--- src/rtl/ladybird_axi_port_arbiter_if.sv ---
// AXI4 signal bundle between the port arbiter (master) and the system interconnect (slave).
interface ladybird_axi_interface #(
    parameter int AXI_ID_W   = 4,
    parameter int AXI_ADDR_W = 32,
    parameter int AXI_DATA_W = 32
);
    logic [AXI_ID_W-1:0]     awid;
    logic [AXI_ADDR_W-1:0]   awaddr;
    logic [7:0]              awlen;
    logic [2:0]              awsize;
    logic [1:0]              awburst;
    logic                    awlock;
    logic [3:0]              awcache;
    logic [2:0]              awprot;
    logic                    awvalid;
    logic                    awready;

    logic [AXI_DATA_W-1:0]   wdata;
    logic [AXI_DATA_W/8-1:0] wstrb;
    logic                    wlast;
    logic                    wvalid;
    logic                    wready;

    logic [AXI_ID_W-1:0]     bid;
    logic [1:0]              bresp;
    logic                    bvalid;
    logic                    bready;

    logic [AXI_ID_W-1:0]     arid;
    logic [AXI_ADDR_W-1:0]   araddr;
    logic [7:0]              arlen;
    logic [2:0]              arsize;
    logic [1:0]              arburst;
    logic                    arlock;
    logic [3:0]              arcache;
    logic [2:0]              arprot;
    logic                    arvalid;
    logic                    arready;

    logic [AXI_ID_W-1:0]     rid;
    logic [AXI_DATA_W-1:0]   rdata;
    logic [1:0]              rresp;
    logic                    rlast;
    logic                    rvalid;
    logic                    rready;

    modport master (
        output awid, awaddr, awlen, awsize, awburst, awlock, awcache, awprot, awvalid,
        input  awready,
        output wdata, wstrb, wlast, wvalid,
        input  wready,
        input  bid, bresp, bvalid,
        output bready,
        output arid, araddr, arlen, arsize, arburst, arlock, arcache, arprot, arvalid,
        input  arready,
        input  rid, rdata, rresp, rlast, rvalid,
        output rready
    );

    modport slave (
        input  awid, awaddr, awlen, awsize, awburst, awlock, awcache, awprot, awvalid,
        output awready,
        input  wdata, wstrb, wlast, wvalid,
        output wready,
        output bid, bresp, bvalid,
        input  bready,
        input  arid, araddr, arlen, arsize, arburst, arlock, arcache, arprot, arvalid,
        output arready,
        output rid, rdata, rresp, rlast, rvalid,
        input  rready
    );
endinterface

--- src/rtl/ladybird_axi_port_arbiter.sv ---
// Round-robin arbiter of N load/store requesters onto one AXI4 master, one transaction in flight.
// Optional LADYBIRD_AXI_RESP_ERR_EN: also flag SLVERR/DECERR read/write responses on o_err.
module ladybird_axi_port_arbiter #(
    parameter int N_PORTS = 2,
    parameter int XLEN    = 32
) (
    input  logic                         clk,
    input  logic                         rst,
    input  logic [N_PORTS-1:0]           i_valid,
    output logic [N_PORTS-1:0]           i_ready,
    input  logic [N_PORTS-1:0][XLEN-1:0] i_addr,
    input  logic [N_PORTS-1:0][XLEN-1:0] i_data,
    input  logic [N_PORTS-1:0]           i_we,
    input  logic [N_PORTS-1:0][2:0]      i_funct,
    output logic [N_PORTS-1:0]           o_valid,
    input  logic [N_PORTS-1:0]           o_ready,
    output logic [XLEN-1:0]              o_data,
    output logic                         o_err,
    ladybird_axi_interface.master        axi
);
    localparam int OW = (N_PORTS > 1) ? $clog2(N_PORTS) : 1;

    typedef enum logic [2:0] {
        S_IDLE,
        S_AR,
        S_R,
        S_AWW,
        S_B,
        S_ERR
    } state_t;

    state_t          state_reg, state_next;
    logic [OW-1:0]   owner_reg, owner_next;
    logic [OW-1:0]   rr_ptr_reg, rr_ptr_next;
    logic [XLEN-1:0] addr_reg, addr_next;
    logic [XLEN-1:0] data_reg, data_next;
    logic            we_reg, we_next;
    logic [2:0]      funct_reg, funct_next;
    logic            aw_done_reg, aw_done_next;
    logic            w_done_reg, w_done_next;

    function automatic logic [OW-1:0] port_add(input logic [OW-1:0] base, input int off);
        int sum;
        sum = int'(base) + off;
        if (sum >= N_PORTS) begin
            sum = sum - N_PORTS;
        end
        return OW'(sum);
    endfunction

    // Rotate the request vector so that rr_ptr sits at bit 0; the lowest set bit wins.
    logic [2*N_PORTS-1:0] valid_dbl;
    logic [N_PORTS-1:0]   valid_rot;
    logic [OW-1:0]        grant_idx;
    logic                 grant_any;

    assign valid_dbl = {i_valid, i_valid};
    assign valid_rot = valid_dbl[rr_ptr_reg +: N_PORTS];

    always_comb begin
        grant_idx = '0;
        grant_any = 1'b0;
        for (int k = N_PORTS - 1; k >= 0; k--) begin
            if (valid_rot[k]) begin
                grant_any = 1'b1;
                grant_idx = port_add(rr_ptr_reg, k);
            end
        end
    end

    logic req_misaligned;
    always_comb begin
        req_misaligned = 1'b0;
        case (i_funct[grant_idx][1:0])
            2'b01:   req_misaligned = i_addr[grant_idx][0];
            2'b10:   req_misaligned = |i_addr[grant_idx][1:0];
            default: req_misaligned = 1'b0;
        endcase
    end

    logic owner_rdy;
    logic aw_hs, w_hs, ar_hs, r_hs, b_hs;
    assign owner_rdy = o_ready[owner_reg];
    assign aw_hs     = axi.awvalid & axi.awready;
    assign w_hs      = axi.wvalid & axi.wready;
    assign ar_hs     = axi.arvalid & axi.arready;
    assign r_hs      = axi.rvalid & axi.rready & axi.rlast;
    assign b_hs      = axi.bvalid & axi.bready;

    always_comb begin
        state_next   = state_reg;
        owner_next   = owner_reg;
        rr_ptr_next  = rr_ptr_reg;
        addr_next    = addr_reg;
        data_next    = data_reg;
        we_next      = we_reg;
        funct_next   = funct_reg;
        aw_done_next = aw_done_reg;
        w_done_next  = w_done_reg;
        case (state_reg)
            S_IDLE: begin
                if (grant_any) begin
                    owner_next   = grant_idx;
                    rr_ptr_next  = port_add(grant_idx, 1);
                    addr_next    = i_addr[grant_idx];
                    data_next    = i_data[grant_idx];
                    we_next      = i_we[grant_idx];
                    funct_next   = i_funct[grant_idx];
                    aw_done_next = 1'b0;
                    w_done_next  = 1'b0;
                    if (req_misaligned) begin
                        state_next = S_ERR;
                    end else if (i_we[grant_idx]) begin
                        state_next = S_AWW;
                    end else begin
                        state_next = S_AR;
                    end
                end
            end
            S_AR: begin
                if (ar_hs) begin
                    state_next = S_R;
                end
            end
            S_R: begin
                if (r_hs) begin
                    state_next = S_IDLE;
                end
            end
            S_AWW: begin
                // Address and data channels finish in any order, possibly together.
                aw_done_next = aw_done_reg | aw_hs;
                w_done_next  = w_done_reg | w_hs;
                if ((aw_done_reg | aw_hs) && (w_done_reg | w_hs)) begin
                    state_next = S_B;
                end
            end
            S_B: begin
                if (b_hs) begin
                    state_next = S_IDLE;
                end
            end
            S_ERR: begin
                if (owner_rdy) begin
                    state_next = S_IDLE;
                end
            end
            default: state_next = S_IDLE;
        endcase
    end

    always_ff @(posedge clk or posedge rst) begin
        if (rst) begin
            state_reg   <= S_IDLE;
            owner_reg   <= '0;
            rr_ptr_reg  <= '0;
            addr_reg    <= '0;
            data_reg    <= '0;
            we_reg      <= 1'b0;
            funct_reg   <= 3'b000;
            aw_done_reg <= 1'b0;
            w_done_reg  <= 1'b0;
        end else begin
            state_reg   <= state_next;
            owner_reg   <= owner_next;
            rr_ptr_reg  <= rr_ptr_next;
            addr_reg    <= addr_next;
            data_reg    <= data_next;
            we_reg      <= we_next;
            funct_reg   <= funct_next;
            aw_done_reg <= aw_done_next;
            w_done_reg  <= w_done_next;
        end
    end

    logic resp_valid;
    always_comb begin
        resp_valid = 1'b0;
        case (state_reg)
            S_R:     resp_valid = axi.rvalid;
            S_B:     resp_valid = axi.bvalid;
            S_ERR:   resp_valid = 1'b1;
            default: resp_valid = 1'b0;
        endcase
    end

    generate
        for (genvar gi = 0; gi < N_PORTS; gi++) begin : g_port
            assign i_ready[gi] = (state_reg == S_IDLE) && !rst && grant_any && (grant_idx == OW'(gi));
            assign o_valid[gi] = resp_valid && (owner_reg == OW'(gi));
        end
    endgenerate

    // Load formatting: bring the addressed lane down to bit 0, then extend.
    logic [XLEN-1:0] load_lane;
    always_comb begin
        load_lane = axi.rdata >> {addr_reg[1:0], 3'b000};
        o_data    = '0;
        if (state_reg == S_R) begin
            case (funct_reg)
                3'b000:  o_data = {{(XLEN-8){load_lane[7]}}, load_lane[7:0]};
                3'b001:  o_data = {{(XLEN-16){load_lane[15]}}, load_lane[15:0]};
                3'b100:  o_data = {{(XLEN-8){1'b0}}, load_lane[7:0]};
                3'b101:  o_data = {{(XLEN-16){1'b0}}, load_lane[15:0]};
                default: o_data = axi.rdata;
            endcase
        end
    end

    always_comb begin
        o_err = (state_reg == S_ERR);
`ifdef LADYBIRD_AXI_RESP_ERR_EN
        if (state_reg == S_R) begin
            o_err = axi.rvalid & axi.rresp[1];
        end
        if (state_reg == S_B) begin
            o_err = axi.bvalid & axi.bresp[1];
        end
`endif
    end

    always_comb begin
        axi.arid            = '0;
        axi.arid[OW-1:0]    = owner_reg;
        axi.awid            = '0;
        axi.awid[OW-1:0]    = owner_reg;
    end

    assign axi.arvalid = (state_reg == S_AR);
    assign axi.araddr  = {addr_reg[XLEN-1:2], 2'b00};
    assign axi.arlen   = 8'd0;
    assign axi.arsize  = 3'b010;
    assign axi.arburst = 2'b01;
    assign axi.arlock  = 1'b0;
    assign axi.arcache = 4'b0000;
    assign axi.arprot  = 3'b000;
    assign axi.rready  = (state_reg == S_R) && owner_rdy;

    assign axi.awvalid = (state_reg == S_AWW) && !aw_done_reg;
    assign axi.awaddr  = {addr_reg[XLEN-1:2], 2'b00};
    assign axi.awlen   = 8'd0;
    assign axi.awsize  = 3'b010;
    assign axi.awburst = 2'b01;
    assign axi.awlock  = 1'b0;
    assign axi.awcache = 4'b0000;
    assign axi.awprot  = 3'b000;

    assign axi.wvalid  = (state_reg == S_AWW) && !w_done_reg;
    assign axi.wdata   = data_reg << {addr_reg[1:0], 3'b000};
    assign axi.wlast   = 1'b1;
    always_comb begin
        case (funct_reg[1:0])
            2'b00:   axi.wstrb = 4'b0001 << addr_reg[1:0];
            2'b01:   axi.wstrb = 4'b0011 << addr_reg[1:0];
            default: axi.wstrb = 4'b1111;
        endcase
    end

    assign axi.bready  = (state_reg == S_B) && owner_rdy;

    // IDs are implied by the single outstanding transaction; response codes only matter with the option.
    logic unused_axi_in;
    assign unused_axi_in = ^{axi.rid, axi.bid, axi.rresp, axi.bresp, we_reg};
endmodule

--- src/flat_wrapper.sv ---
// flat-port wrapper written by rule: the top's interface ports become plain ports
module ladybird_axi_port_arbiter_flat 
#(
    parameter int N_PORTS = 2,
    parameter int XLEN    = 32
)
  (clk, rst, i_valid, i_ready, i_addr, i_data, i_we, i_funct, o_valid, o_ready, o_data, o_err, axi_awid, axi_awaddr, axi_awlen, axi_awsize, axi_awburst, axi_awlock, axi_awcache, axi_awprot, axi_awvalid, axi_awready, axi_wdata, axi_wstrb, axi_wlast, axi_wvalid, axi_wready, axi_bid, axi_bresp, axi_bvalid, axi_bready, axi_arid, axi_araddr, axi_arlen, axi_arsize, axi_arburst, axi_arlock, axi_arcache, axi_arprot, axi_arvalid, axi_arready, axi_rid, axi_rdata, axi_rresp, axi_rlast, axi_rvalid, axi_rready);
  ladybird_axi_interface #(.AXI_ID_W(4)) axi_i ();
  input  logic clk;
  input  logic rst;
  input  logic [N_PORTS-1:0] i_valid;
  output logic [N_PORTS-1:0] i_ready;
  input  logic [N_PORTS-1:0][XLEN-1:0] i_addr;
  input  logic [N_PORTS-1:0][XLEN-1:0] i_data;
  input  logic [N_PORTS-1:0] i_we;
  input  logic [N_PORTS-1:0][2:0] i_funct;
  output logic [N_PORTS-1:0] o_valid;
  input  logic [N_PORTS-1:0] o_ready;
  output logic [XLEN-1:0] o_data;
  output logic o_err;
  output wire logic [$bits(axi_i.awid)-1:0] axi_awid;
  output wire logic [$bits(axi_i.awaddr)-1:0] axi_awaddr;
  output wire logic [$bits(axi_i.awlen)-1:0] axi_awlen;
  output wire logic [$bits(axi_i.awsize)-1:0] axi_awsize;
  output wire logic [$bits(axi_i.awburst)-1:0] axi_awburst;
  output wire logic [$bits(axi_i.awlock)-1:0] axi_awlock;
  output wire logic [$bits(axi_i.awcache)-1:0] axi_awcache;
  output wire logic [$bits(axi_i.awprot)-1:0] axi_awprot;
  output wire logic [$bits(axi_i.awvalid)-1:0] axi_awvalid;
  input wire logic [$bits(axi_i.awready)-1:0] axi_awready;
  output wire logic [$bits(axi_i.wdata)-1:0] axi_wdata;
  output wire logic [$bits(axi_i.wstrb)-1:0] axi_wstrb;
  output wire logic [$bits(axi_i.wlast)-1:0] axi_wlast;
  output wire logic [$bits(axi_i.wvalid)-1:0] axi_wvalid;
  input wire logic [$bits(axi_i.wready)-1:0] axi_wready;
  input wire logic [$bits(axi_i.bid)-1:0] axi_bid;
  input wire logic [$bits(axi_i.bresp)-1:0] axi_bresp;
  input wire logic [$bits(axi_i.bvalid)-1:0] axi_bvalid;
  output wire logic [$bits(axi_i.bready)-1:0] axi_bready;
  output wire logic [$bits(axi_i.arid)-1:0] axi_arid;
  output wire logic [$bits(axi_i.araddr)-1:0] axi_araddr;
  output wire logic [$bits(axi_i.arlen)-1:0] axi_arlen;
  output wire logic [$bits(axi_i.arsize)-1:0] axi_arsize;
  output wire logic [$bits(axi_i.arburst)-1:0] axi_arburst;
  output wire logic [$bits(axi_i.arlock)-1:0] axi_arlock;
  output wire logic [$bits(axi_i.arcache)-1:0] axi_arcache;
  output wire logic [$bits(axi_i.arprot)-1:0] axi_arprot;
  output wire logic [$bits(axi_i.arvalid)-1:0] axi_arvalid;
  input wire logic [$bits(axi_i.arready)-1:0] axi_arready;
  input wire logic [$bits(axi_i.rid)-1:0] axi_rid;
  input wire logic [$bits(axi_i.rdata)-1:0] axi_rdata;
  input wire logic [$bits(axi_i.rresp)-1:0] axi_rresp;
  input wire logic [$bits(axi_i.rlast)-1:0] axi_rlast;
  input wire logic [$bits(axi_i.rvalid)-1:0] axi_rvalid;
  output wire logic [$bits(axi_i.rready)-1:0] axi_rready;
  assign axi_awid = axi_i.awid;
  assign axi_awaddr = axi_i.awaddr;
  assign axi_awlen = axi_i.awlen;
  assign axi_awsize = axi_i.awsize;
  assign axi_awburst = axi_i.awburst;
  assign axi_awlock = axi_i.awlock;
  assign axi_awcache = axi_i.awcache;
  assign axi_awprot = axi_i.awprot;
  assign axi_awvalid = axi_i.awvalid;
  assign axi_i.awready = axi_awready;
  assign axi_wdata = axi_i.wdata;
  assign axi_wstrb = axi_i.wstrb;
  assign axi_wlast = axi_i.wlast;
  assign axi_wvalid = axi_i.wvalid;
  assign axi_i.wready = axi_wready;
  assign axi_i.bid = axi_bid;
  assign axi_i.bresp = axi_bresp;
  assign axi_i.bvalid = axi_bvalid;
  assign axi_bready = axi_i.bready;
  assign axi_arid = axi_i.arid;
  assign axi_araddr = axi_i.araddr;
  assign axi_arlen = axi_i.arlen;
  assign axi_arsize = axi_i.arsize;
  assign axi_arburst = axi_i.arburst;
  assign axi_arlock = axi_i.arlock;
  assign axi_arcache = axi_i.arcache;
  assign axi_arprot = axi_i.arprot;
  assign axi_arvalid = axi_i.arvalid;
  assign axi_i.arready = axi_arready;
  assign axi_i.rid = axi_rid;
  assign axi_i.rdata = axi_rdata;
  assign axi_i.rresp = axi_rresp;
  assign axi_i.rlast = axi_rlast;
  assign axi_i.rvalid = axi_rvalid;
  assign axi_rready = axi_i.rready;
  ladybird_axi_port_arbiter #(.N_PORTS(N_PORTS), .XLEN(XLEN)) u_core (.clk(clk), .rst(rst), .i_valid(i_valid), .i_ready(i_ready), .i_addr(i_addr), .i_data(i_data), .i_we(i_we), .i_funct(i_funct), .o_valid(o_valid), .o_ready(o_ready), .o_data(o_data), .o_err(o_err), .axi(axi_i));
endmodule
--- config.mk ---
export PLATFORM = sky130hd
export DESIGN_NAME = ladybird_axi_port_arbiter_flat
export DESIGN_NICKNAME = d
export VERILOG_FILES = /design/src/rtl/ladybird_axi_port_arbiter_if.sv /design/src/rtl/ladybird_axi_port_arbiter.sv /design/src/flat_wrapper.sv
export SDC_FILE = /design/constraint.sdc
export NUM_CORES = 1
export LEC_CHECK = 0
export BUFFER_PORTS_ARGS = -buffer_cell sky130_fd_sc_hd__buf_2
export CAP_MARGIN = 25
export CORE_AREA = 3 3 149 151
export DETAILED_ROUTE_END_ITERATION = 10
export DIE_AREA = 0 0 152 154
export PLACE_DENSITY = 0.67
export SLEW_MARGIN = 20
export SYNTH_ARGS = -nofsm -noshare
export SYNTH_HDL_FRONTEND = slang
export SYNTH_SLANG_ARGS = --single-unit
--- constraint.sdc ---
create_clock -name clk -period 2.08 [get_ports clk]
set_input_delay 0.312 -clock clk [delete_from_list [all_inputs] [get_ports clk]]
set_output_delay 0.312 -clock clk [all_outputs]
set_load 0.01 [all_outputs]
Word-level counts from Yosys, hierarchy flattened
Index checks and enable logic that the tools add are counted.

storage, ports and cells
  input bits = 192
  memory bits (writable) = 0
  flip-flop bits (word level) = 74
  output and inout bits = 193
  memories = 0
  latch bits = 0
  ROM bits = 0
  word-level logic and storage cells = 106

cells by class
  equality and inequality tests = 17
  reduce and logical (&&, ||, !) cells = 22
  add/subtract/negate cells = 5
  div/mod/pow operators = 0
  $lt $le $gt $ge = 5
  mux-type cells = 34
  shift-type cells = 5
  multiply operators = 0
  bitwise gates (word level) = 10

operators with widths
  operator                                                    count
  2-to-1 mux 32 bit                                           5
  one-hot mux 32 bit (4 select lines)                         1
  left shift 32 x 5 -> 32 bit                                 1
  right shift 32 x 5 -> 16 bit                                1
  2-to-1 mux 3 bit                                            9
  one-hot mux 3 bit (6 select lines)                          1
  equality test 3 bit, second input constant                  4
  2-to-1 mux 1 bit                                            12
  logical AND 1 bit                                           11
  inequality test 2 x 1 -> 1 bit, second input constant       5
  one-hot mux 4 bit (2 select lines)                          1
  AND 1 bit                                                   6
  equality test 3 x 1 -> 1 bit, second input constant         2
  equality test 3 x 2 -> 1 bit, second input constant         2
  logical NOT 3 bit                                           2
  one-hot mux 1 bit (2 select lines)                          3
  AND reduction 6 bit                                         1
  adder 1 x 1 -> 2 bit, second input constant                 2
  equality test 2 x 1 -> 1 bit, second input constant         2
  greater-or-equal comparator 2 bit, second input constant    2
  less-than comparator 1 x 2 -> 1 bit, second input constant  2
  AND reduction 2 bit                                         2
  indexed part select 4 x 2 -> 2 bit                          1
  left shift 1 x 2 -> 4 bit, first input constant             1
  13 further kinds                                            19

Depth between registers and ports, before layout
  depth in word-level cells = 12
  depth in mapped cells = 12

Worst setup path before layout
OpenSTA, ideal clock, no wires.

  kind = in2reg
  start = input i_valid[0]
  end = register u_core.state_reg[1]
  arrival time = 2.209 ns
  stages = 12
  required time = 1.985 ns
  slack = -0.224 ns
  setup time = 0.095 ns
  path through = inv_1 > o21a_1 > clkbuf_1 > clkbuf_1 > mux2i_1 > inv_1 > ha_1 > o21ai_0 > a21oi_1 > nor4b_1 > nor3_1 > o31ai_1

on the way
  word-level cells in the longest chain between the ends = 10
  elaborated cells on any way between the ends = 21
  those cells by class = eq/ne: 3; shift: 1; mux: 15; reduce/logical: 2

ends and longest elaborated chain
  element                                                                             line                                                              RTL
  start: declaration                                                                  flat_wrapper.sv:11                                                input logic [N_PORTS-1:0] i_valid;
  indexed part select 4 x 2 -> 2 bit (*)                                              ladybird_axi_port_arbiter.sv:58                                   assign valid_rot = valid_dbl[rr_ptr_reg +: N_PORTS];
  2-to-1 mux 1 bit (2 in a row)                                                       ladybird_axi_port_arbiter.sv:64                                   if (valid_rot[k]) begin
  2-to-1 mux 3 bit (not written as such) / 2-to-1 mux 32 bit (equally long branches)  ladybird_axi_port_arbiter.sv:74, ladybird_axi_port_arbiter.sv:75
  2-to-1 mux 3 bit / 2-to-1 mux 32 bit (equally long branches)                        --
  equality test 2 bit, or another cell as far along                                   ladybird_axi_port_arbiter.sv:74                                   case (i_funct[grant_idx][1:0])
  one-hot mux 1 bit (2 select lines)                                                  ladybird_axi_port_arbiter.sv:74
  2-to-1 mux 3 bit                                                                    ladybird_axi_port_arbiter.sv:111                                  if (req_misaligned) begin
  2-to-1 mux 3 bit                                                                    ladybird_axi_port_arbiter.sv:102                                  if (grant_any) begin
  one-hot mux 3 bit (6 select lines)                                                  ladybird_axi_port_arbiter.sv:100                                  case (state_reg)
  end signal: assignment                                                              ladybird_axi_port_arbiter.sv:164                                  state_reg <= state_next;
  end: declaration                                                                    ladybird_axi_port_arbiter.sv:32                                   state_t state_reg, state_next;

Every way passes the cells marked *; elsewhere a longest branch is shown, timed or not. The select of a mux whose other input is x is not followed.
A chain may end at the register's enable or synchronous reset.

Final worst setup path
  start = register u_core.addr_reg[0]
  end = output o_data[23]

on the way
  word-level cells in the longest chain between the ends = 3

ends and longest elaborated chain
  element                              line                              RTL
  start: declaration                   ladybird_axi_port_arbiter.sv:35   logic [XLEN-1:0] addr_reg, addr_next;
  start signal: assignment             ladybird_axi_port_arbiter.sv:167  addr_reg <= addr_next;
  right shift 32 x 5 -> 16 bit         ladybird_axi_port_arbiter.sv:197  load_lane = axi.rdata >> {addr_reg[1:0], 3'b000};
  one-hot mux 32 bit (4 select lines)  ladybird_axi_port_arbiter.sv:200  case (funct_reg)
  2-to-1 mux 32 bit                    ladybird_axi_port_arbiter.sv:199  if (state_reg == S_R) begin
  end: declaration                     flat_wrapper.sv:19                output logic [XLEN-1:0] o_data;

Every way passes these cells.

==> results.ini <==
[outcome]
outcome=complete, but fails checks
violations=negative setup slack

[logic_synthesis]
yosys.area.top_type=dfrtp_1
synthArstFlopShare_pct=100
synth_cells=694
yosys_warnings=0
netlist.area_leader.share_pct=33.2
syn-cell-area_um2=5580
synth_cell_types=38
ys.flop_type=dfrtp_1
synth.avg_cell_area_um2=8.04
ys_ff_latch=74
synth.area.top_cells=dfrtp_1, buf_4, o21ai_0
seq_area_frac_synth_pct=33.2
synth_edf_count=0

[floorplanning]
core_area_um2=21000
row_count=53
start_util_pct=26.6
dieWidth_um=152
die-area_um2=23400
chipHeight_um=154
ios=385

[sta]
period_minus_slack_ns=2.49
max_slew.worst_pin.slew_ns=0.636
rsz0062_at_grt=true
hold_viol=0
clock.fmax_ghz=0.401
setup_violations=40
fin_hold_ws_ns=0.0994
period_share_pct=120
skew_ns=0.00607
maxSlewHeadroom_pct=57.6
timing.final.ws_setup_ns=-0.412
maxSlewViolCount=0

[worst_setup_path]
crit_path_start_kind=register
critPathRequiredTime_ns=1.77
max_stage_delay_ns=0.42
ff2ff_path_depth=9
crit_slowest_cell=dfrtp_2
crit_type=register to output pin
crit_path_end_kind=output pin
reg2reg_setup_slack_ns=-0.05
critPathMaxFanout=8
cp_cell_sequence=buf_6 -> mux2i_1 -> o2bb2ai_1 -> nand2_1 -> a2111oi_4 -> buf_4 -> buf_12 -> a21o_1 -> buf_2
crit_arrival_ns=2.18

[grt]
grt_most_used_layer=met2
use_met1_pct=19.5
grt_use_met3_pct=3.80
antenna_found_initial=2
use_met2_pct=27.4
grt_pass1_wl_um=30400
grt_max_degree=65
grt_pass1_vias=5677
grt_usage_pct=16.0
gr-total-overflow=0

[placed_design]
dpl.hpwl_um=15500
place_area_um2=6990
io_buffers=319
place.gp.congestion=0.924

[routing]
vias=5777
post_drt_via_cell_ratio=4.64
drt-total-wl_um=20100
ant_nets=0
avgRoutedWirePerCell_um=16.2
firstDrtPassIters=5
dr.first_iter.drc_count=280
drc=0

[cts]
clock-sinks=74
path_clk_slew_ns=0.06
clockRootBuffer=clkbuf_16
cts_buffers=9
clk_latency_ns=0.34
cts_tree=built
cts_max_level=3
cts_buffer_depth=2
cts_hold_buffers=0

[job]
drv_cap=0

[layout]
mostFrequentLayoutCell=buf_2
final_layout_size_suffix_gt1_share_pct=44.7
mostFrequentLayoutCells=buf_2, nand2_1, o21ai_0
fin_nets=1157
syn_to_final_growth_pct=39.1
finish.instance_area_um2=7760

[pwr]
p_per_area_nw_per_um2=1550
power_leakage_nw=4.08
power_mw=12.0
peakVddDrop_mv=0.566

[min_path]
hold_class=primary input to asynchronous set/reset pin

-- critical path, delay by kind of cell (launching register included) --
family,cells,cell delay [ns]
and+or+nand+nor,1,0.13
DFF,1,0.42
AOI/OAI and AO/OA,3,0.61
muxes,1,0.11
buffers and inverters,4,0.58
-- final timing paths --
kind                                startpoint                  end
setup / recovery            u_core.addr_reg[0]           o_data[23]
min in group clk                     i_data[2]   u_core.data_reg[2]
max in group asynchronous                  rst  u_core.data_reg[12]
hold / removal                             rst  u_core.addr_reg[13]
hold reg to reg            u_core.data_reg[29]  u_core.data_reg[29]
setup reg to reg             u_core.rr_ptr_reg  u_core.state_reg[1]
-- cells by family after synthesis --
family                     after synthesis  share of synthesized area (%)
AOI/OAI and AO/OA                      240                           27.0
adders and majority gates                2                          0.449
buffers and inverters                  173                           19.8
DFF                                     74                           33.2
muxes                                   34                           6.33
other                                    2                          0.135
and+or+nand+nor                        169                           13.1
-- per-layer routing --
layer | share of wire, % | routed length, um
met5 | 0 | 0
met2 | 51 | 10200
met1 | 39 | 7930
met3 | 7.2 | 1440
met4 | 2.5 | 496
-- synth_stat cells, types with 2 or more instances --
| library cell | n |
|---|---|
| buf_4 | 115 |
| o21ai_0 | 104 |
| nand2_1 | 101 |
| dfrtp_1 | 74 |
| a22oi_1 | 63 |
| clkbuf_1 | 37 |
| mux2i_1 | 33 |
| nor2_1 | 30 |
| a21oi_1 | 28 |
| a21o_1 | 16 |
| nor2b_1 | 14 |
| buf_2 | 11 |
| and2_1 | 10 |
| a211oi_1 | 9 |
| inv_1 | 7 |
| nor3_1 | 5 |
| a221oi_1 | 4 |
| a22o_1 | 4 |
| a211o_1 | 2 |
| buf_1 | 2 |
| conb_1 | 2 |
| ha_1 | 2 |
| nand2b_1 | 2 |
| nor4b_1 | 2 |
| o21a_1 | 2 |
| o221ai_1 | 2 |
| o31ai_1 | 2 |
-- power breakdown --
part | total [mW] | leakage [nW] | switching, mW | internal [mW]
sequential | 2.79 | 0.913 | 0.617 | 2.17
combinational | 7.43 | 3.01 | 4.32 | 3.10
clock | 1.79 | 0.162 | 0.618 | 1.17
total | 12.0 | 4.08 | 5.56 | 6.44
-- repair_timing --
action | CTS | global route
endpoints found under the setup margin | 45 | 52
gates resized for setup | 16 | 47
gates cloned | 0 | 3
buffers inserted | 8 | 7
pin swaps | 4 | 19
-- per-stage QoR --
step	setup slack (ns)	utilization (%)	std cells	setup TNS, ns
2_1_floorplan	-0.0728	-	745	-0.0728
3_3_place_gp	-0.134	33.3	1209	-0.806
3_5_place_dp	-0.138	33.3	1209	-1.36
4_1_cts	-0.396	35.6	1232	-10.25
5_1_grt	-0.532	37.0	1244	-15.54
6_report	-0.412	37.0	1244	-10.13
-- area by class of cell --
class / instances / area, um2
inverters: 7 / 30.0
multi-input cells: 498 / 3060
clock buffers: 9 / 225
flip-flops and latches: 74 / 1850
well taps: 275 / 344
clock inverters: 6 / 115
diodes: 2 / 5.00
fillers: 2178 / 13200
repair buffers: 373 / 2120
Note: power is estimated with default switching activity, not from simulation.
